[config.mk]
export PLATFORM = sky130hd
export DESIGN_NAME = mult32_seq
export DESIGN_NICKNAME = d
export VERILOG_FILES = /design/src/rtl/mult_pkg.sv /design/src/rtl/mult32_seq.sv
export SDC_FILE = /design/constraint.sdc
export NUM_CORES = 1
export LEC_CHECK = 0
export ABC_AREA = 1
export CELL_PAD_IN_SITES_DETAIL_PLACEMENT = 2
export CELL_PAD_IN_SITES_GLOBAL_PLACEMENT = 2
export CORE_AREA = 2 2 203 205
export DETAILED_ROUTE_END_ITERATION = 6
export DIE_AREA = 0 0 205 207
export PLACE_DENSITY = 0.89
export SLEW_MARGIN = 20
export SYNTH_ARGS = -nofsm -noshare
export SYNTH_HDL_FRONTEND = slang
export SYNTH_SLANG_ARGS = --single-unit
[constraint.sdc]
create_clock -name clk -period 16.15 [get_ports clk]
set_clock_uncertainty 0.1 [all_clocks]
set_input_delay 4.845 -clock clk [delete_from_list [all_inputs] [get_ports clk]]
set_output_delay 4.845 -clock clk [all_outputs]
set_load 0.005 [all_outputs]
[src/rtl/mult_pkg.sv]
// Shared types and sizing for the iterative multiplier.
package mult_pkg;

  typedef enum logic [1:0] {
    IDLE = 2'd0,
    RUN  = 2'd1,
    DONE = 2'd2
  } state_e;

  localparam int MULT_W    = 32;
  localparam int MULT_ITER = 32;

endpackage

[src/rtl/mult32_seq.sv]
// Iterative shift-add multiplier: one multiplier bit per cycle, sign applied at the end.
// Busy for 32 cycles after start, then a one-cycle done pulse with hi/lo valid and held.
module mult32_seq
  import mult_pkg::*;
#(
  parameter int WIDTH = MULT_W
) (
  input  logic             clk,
  input  logic             rst,
  input  logic             start,
  input  logic             sign,
  input  logic [WIDTH-1:0] a,
  input  logic [WIDTH-1:0] b,
  output logic             busy,
  output logic             done,
  output logic [WIDTH-1:0] hi,
  output logic [WIDTH-1:0] lo
);

  localparam int CNT_W = $clog2(WIDTH) + 1;

  state_e               state_q;
  logic [WIDTH-1:0]     mcand_q, mplier_q;
  logic [2*WIDTH-1:0]   acc_q;
  logic [CNT_W-1:0]     cnt_q;
  logic                 neg_q;
  logic                 busy_q, done_q;
  logic [WIDTH-1:0]     hi_q, lo_q;

  logic [WIDTH-1:0]     abs_a_d, abs_b_d;
  logic [WIDTH:0]       sum_d;
  logic [2*WIDTH-1:0]   acc_d, prod_d;

  // Magnitudes of the most negative value wrap back onto themselves, which is
  // exactly the unsigned magnitude we want.
  always_comb begin
    abs_a_d = (sign && a[WIDTH-1]) ? (~a + WIDTH'(1)) : a;
    abs_b_d = (sign && b[WIDTH-1]) ? (~b + WIDTH'(1)) : b;
    sum_d   = {1'b0, acc_q[2*WIDTH-1:WIDTH]} + (mplier_q[0] ? {1'b0, mcand_q} : '0);
    acc_d   = {sum_d, acc_q[WIDTH-1:1]};
    prod_d  = neg_q ? (~acc_d + (2*WIDTH)'(1)) : acc_d;
  end

  always_ff @(posedge clk or posedge rst) begin
    if (rst) begin
      state_q  <= IDLE;
      mcand_q  <= '0;
      mplier_q <= '0;
      acc_q    <= '0;
      cnt_q    <= '0;
      neg_q    <= 1'b0;
      busy_q   <= 1'b0;
      done_q   <= 1'b0;
      hi_q     <= '0;
      lo_q     <= '0;
    end else begin
      done_q <= 1'b0;
      case (state_q)
        IDLE: begin
          if (start) begin
            mcand_q  <= abs_a_d;
            mplier_q <= abs_b_d;
            neg_q    <= sign & (a[WIDTH-1] ^ b[WIDTH-1]);
            acc_q    <= '0;
            cnt_q    <= '0;
            busy_q   <= 1'b1;
            state_q  <= RUN;
          end
        end
        RUN: begin
          acc_q    <= acc_d;
          mplier_q <= mplier_q >> 1;
          cnt_q    <= cnt_q + CNT_W'(1);
          if (cnt_q == CNT_W'(WIDTH - 1)) begin
            {hi_q, lo_q} <= prod_d;
            busy_q       <= 1'b0;
            done_q       <= 1'b1;
            state_q      <= DONE;
          end
        end
        DONE:    state_q <= IDLE;
        default: state_q <= IDLE;
      endcase
    end
  end

  assign busy = busy_q;
  assign done = done_q;
  assign hi   = hi_q;
  assign lo   = lo_q;

endmodule

==> results by stage <==
Global routing:
- In the global route stage, overall resource usage came out at 0.2629.
- The number of antenna violations at the first check in global routing came to 0.
- The number of global-route vias before repair is 16040.
- The maximum number of pins on one net before global-route repair is 127.
- The total overflow left after global routing is 0.
- The global-route wire length before repair is 88.95 mm.

STA:
- The share of the clock period used by the worst path is 0.5068.
- The headroom to the max-slew limit is 0.2645.
- Timing would allow up to 122.2 MHz.
- The final setup violation count is 0.
- At the pin with the least slew margin, the transition time is 1.102 ns.
- The time the worst path needs with I/O delays and setup is 8.185 ns.
- The max-slew violation count is 0.
- In the final timing run, aggregate negative setup slack is 0 ns.
- The number of failing hold endpoints at the final stage is 0.
- Setup repair after global routing left no endpoint under its margin.

Die:
- The standard-cell row count is 74.
- The die covers 0.04244 mm².
- In this run the horizontal extent of the chip is 205 µm.
- The core region is 0.04037 mm².
- The boundary pin count is 134.
- The floorplan step set the die height to 207 µm.
- For this configuration, the core starts out at a cell density of 0.3434.

Worst hold path:
- The origin of the worst min-delay path is hi[9].
- The min-delay analysis places its worst path in the category flop to flop.

Synthesis:
- For this run, the leading register cell type out of synthesis is dfrtp_1.
- Synthesis produced a netlist with a net count of 2135.
- By area the synthesized netlist is led by dfrtp_1 36%, nand2_1 17%, inv_1 7.6%, o21ai_0 5.8%, xor2_1 5.5%.
- The synthesized cell area is 0.01386 mm².
- In the synthesized netlist, the number of instances is 2030.
- Yosys instantiated no cell more often than nand2_1.
- Of the synthesized area, sequential elements account for 0.3646.
- The synthesis-stage register bit count is 202.
- After synthesis, the mean cell area works out to 6.829 µm².
- The cell type with the largest total area after synthesis is dfrtp_1.
- After synthesis, the most frequently instantiated cells are 634 x nand2_1, 280 x inv_1, 202 x dfrtp_1.
- The number of different library cells used by synthesis comes to 44.
- After synthesis, the share of flip-flops with an asynchronous set or reset is 1.000.
- The number of synthesized flops with an enable pin is 0.
- For this run, the number of Yosys warnings is 0.
- The fraction of post-synthesis cell area in the top cell type by area is 0.3646.

Setup path:
- The slowest stage of the critical path belongs to the cell inv_1.
- Counting both buffers and inverters, the worst setup path holds a total of 5.
- The kind of cell with the highest combined delay along the critical path is buffers and inverters.
- The type of element capturing the critical path is a flop.
- STA classifies the critical path startpoint as a primary input.
- The largest stage delay on the critical path is 0.74 ns.
- The beginning of the critical path is start.
- Of all nets on the critical path, the largest fanout is 90.
- For the worst setup path, the data arrival time is 8.53 ns.
- The critical path goes through clkdlybuf4s50_1 -> nand3_2 -> buf_4 -> inv_1 -> nor2_4 -> buf_4 -> inv_1 -> o21ai_0.
- In this run the critical register-to-register path is launched from mplier_q[0].
- For the worst setup path, the data required time is 16.50 ns.
- The type of the worst setup path is primary input to flop.

Power:
- The combinational power share is 0.599.
- The clock share of power is 0.153.
- The sequential cell fraction of total power is 0.247.
- The switching share of power is 0.5290.
- The power density relative to cell area is 222.7 mW/mm².
- Overall power consumption after layout is estimated at 0.003675 W.
- The largest voltage drop on the vdd net is 0.09285 mV.
- The net switching power of the design is 0.001944 W.
- Internal power comes to 0.001731 W.
- The analysis attributes to cell leakage a power of 8.293 nW.

Placement:
- Detailed placement finished with a half-perimeter wire length of 40.71 mm.
- The count of buffers inserted at the top-level ports is 133.
- The routability-driven placement congestion ratio is 0.8363.
- The number of cells after detailed placement is 2640.

CTS:
- Clock tree synthesis found a total of 202 sinks.
- The tree is rooted in a clkbuf_16.
- Post-CTS timing repair inserted 0 buffers for setup.
- CTS built an H-tree with a depth of 1.
- After clock tree synthesis, the clock-pin slew on the worst setup and hold paths is 0.07 ns.
- The insertion delay to the later sink of the worst-skew pair is 0.58 ns.
- TritonCTS built the clock tree.
- The maximum buffer depth of the clock tree is 3.
- The number of gates resized after cts is 0.
- The number of buffers inserted by hold repair at cts is 0.
- The number of clock buffers added by TritonCTS is 25.

Routing:
- The wire length per cell after detailed routing is 20.93 µm.
- The via count is 14217.
- The first detailed-routing pass ran for 5 iterations.
- The DRC violations left is 0.
- The wire length after detailed routing is 56.16 mm.
- The final antenna-violating net count is 0.
- Dividing the detail-routed via count by the number of cells gives 5.297.
- In this run, the number of DRC markers left after iteration 0 of detailed routing was 698.

Layout:
- From synthesis to final layout, the design area changed by 19.04%.
- The end-of-flow core utilization is 0.4088.
- Of the cells placed in the final design, the portion with a size suffix greater than 1 is 0.06691.
- The final layout net count is 2241.
- The finished layout holds 2684 standard cells, fillers aside.
- The final-layout fill cell count is 4860.
- 0 antenna diodes ended up in the layout.

Run status:
- The flow ran to the end, and the final reports show no timing, DRC or antenna violations.

Flow run:
- Max-cap violations in this run came to 0.
## metal layers
metal	routed length, µm	up-vias	share of wire	global-route usage
li1	-	6636	-	-
met1	23730	7175	0.42	0.3176
met2	28500	284	0.51	0.4817
met3	1456	122	0.026	0.02030
met4	2482	0	0.044	0.09973
met5	0	-	0	0
## state kept, by name, summed over array words and instances, names as in the netlist
register and flops:
acc_q 63, hi 32, lo 32, mcand_q 32
mplier_q 32, cnt_q 6, state_q 2, busy 1
done 1, neg_q 1
## final timing paths
path                                  end  slack, ns  cells past startpoint
worst min-delay path                hi[9]       0.38                      2
worst min register to register      hi[9]       0.38                      2
worst max register to register     hi[18]      11.49                     20
worst max-delay path             cnt_q[4]       7.96                      8
min in group asynchronous       acc_q[35]       4.74                      2
max in group asynchronous       acc_q[14]       9.68                      4
## cells in the final DEF (no fill, tap or decap), types with 3 or more instances in the layout
cell               n
a21oi_1           43
or2_2              4
a31oi_1            3
o21ai_0          162
nand4_1           24
nand3_1          114
o21ai_1            6
a22oi_1           31
clkinv_2           7
clkdlybuf4s50_1  133
nor2_2            17
nand2_1          633
xnor2_1           12
nor2_1           164
o31ai_1            5
nor3_2             4
clkbuf_8           7
xor2_1            87
nor2_4             5
inv_1            278
clkbuf_16         25
inv_2              9
buf_4              7
nand3b_1           4
ha_1              36
o22ai_1           33
nand3_2           16
nor3_1            15
nand2_2           32
nor4_1             5
and2_1             6
dfrtp_1          202
## through the flow
| stage | worst slack [ns] | instance area [µm²] | hold WS (ns) |
|---|---|---|---|
| finish | 7.965 | 16500 | 0.3848 |
| global route | 7.636 | 16500 | 0.4110 |
| CTS | 7.966 | 16480 | 0.3935 |
| detailed placement | 7.513 | 15690 | 0.3745 |
| global placement | 7.696 | 15690 | 0.3646 |
| floorplan | 5.694 | 13860 | 0.3489 |
## kinds of logic after synthesis
family / synth area share
AO/OA/AOI/OAI: 0.1169
flip-flops: 0.3646
AND/OR/NAND/NOR: 0.3242
XOR/XNOR: 0.06372
buffers and inverters: 0.09666
adder cells (fa/ha/maj): 0.03393
## final cells by class
cell class,count,area [µm²],share of cell area
clock buffer,34,729.5,0.04420
clock inverter,9,65.06,0.003942
inverter,291,1101,0.06672
multi-input combinational,1475,7483,0.4535
sequential,202,5055,0.3063
tap,532,665.6,0.04033
timing repair buffer,141,1404,0.08506
## worst reg2reg max path: stages (launching register included)
cell and delay (ns):
dfrtp_1 1.03, nand2_1 0.38, inv_1 0.16, ha_1 0.30, fa_1 0.35, nand2_1 0.12
nand3_1 0.10, nand3_2 0.10, nand2_2 0.14, nand2_2 0.09, nand2_2 0.11, nand2_1 0.06
nand2_1 0.17, nand2_1 0.14, nor2_2 0.16, nand3_2 0.13, nand2_2 0.15, o21ai_2 0.10
nand2_1 0.12, nand2_1 0.07, o21ai_1 0.43
## power by group through the flow
stage	Clock (W)	Sequential [W]	Combinational, W
global placement	0	0.000882	0.00196
finish	0.000563	0.000910	0.00220
floorplan	0	0.000844	0.00136
global route	0.000587	0.000935	0.00243
CTS	0.000569	0.000907	0.00219
detailed placement	0	0.000902	0.00212
Note: power is estimated with default switching activity, not from simulation.
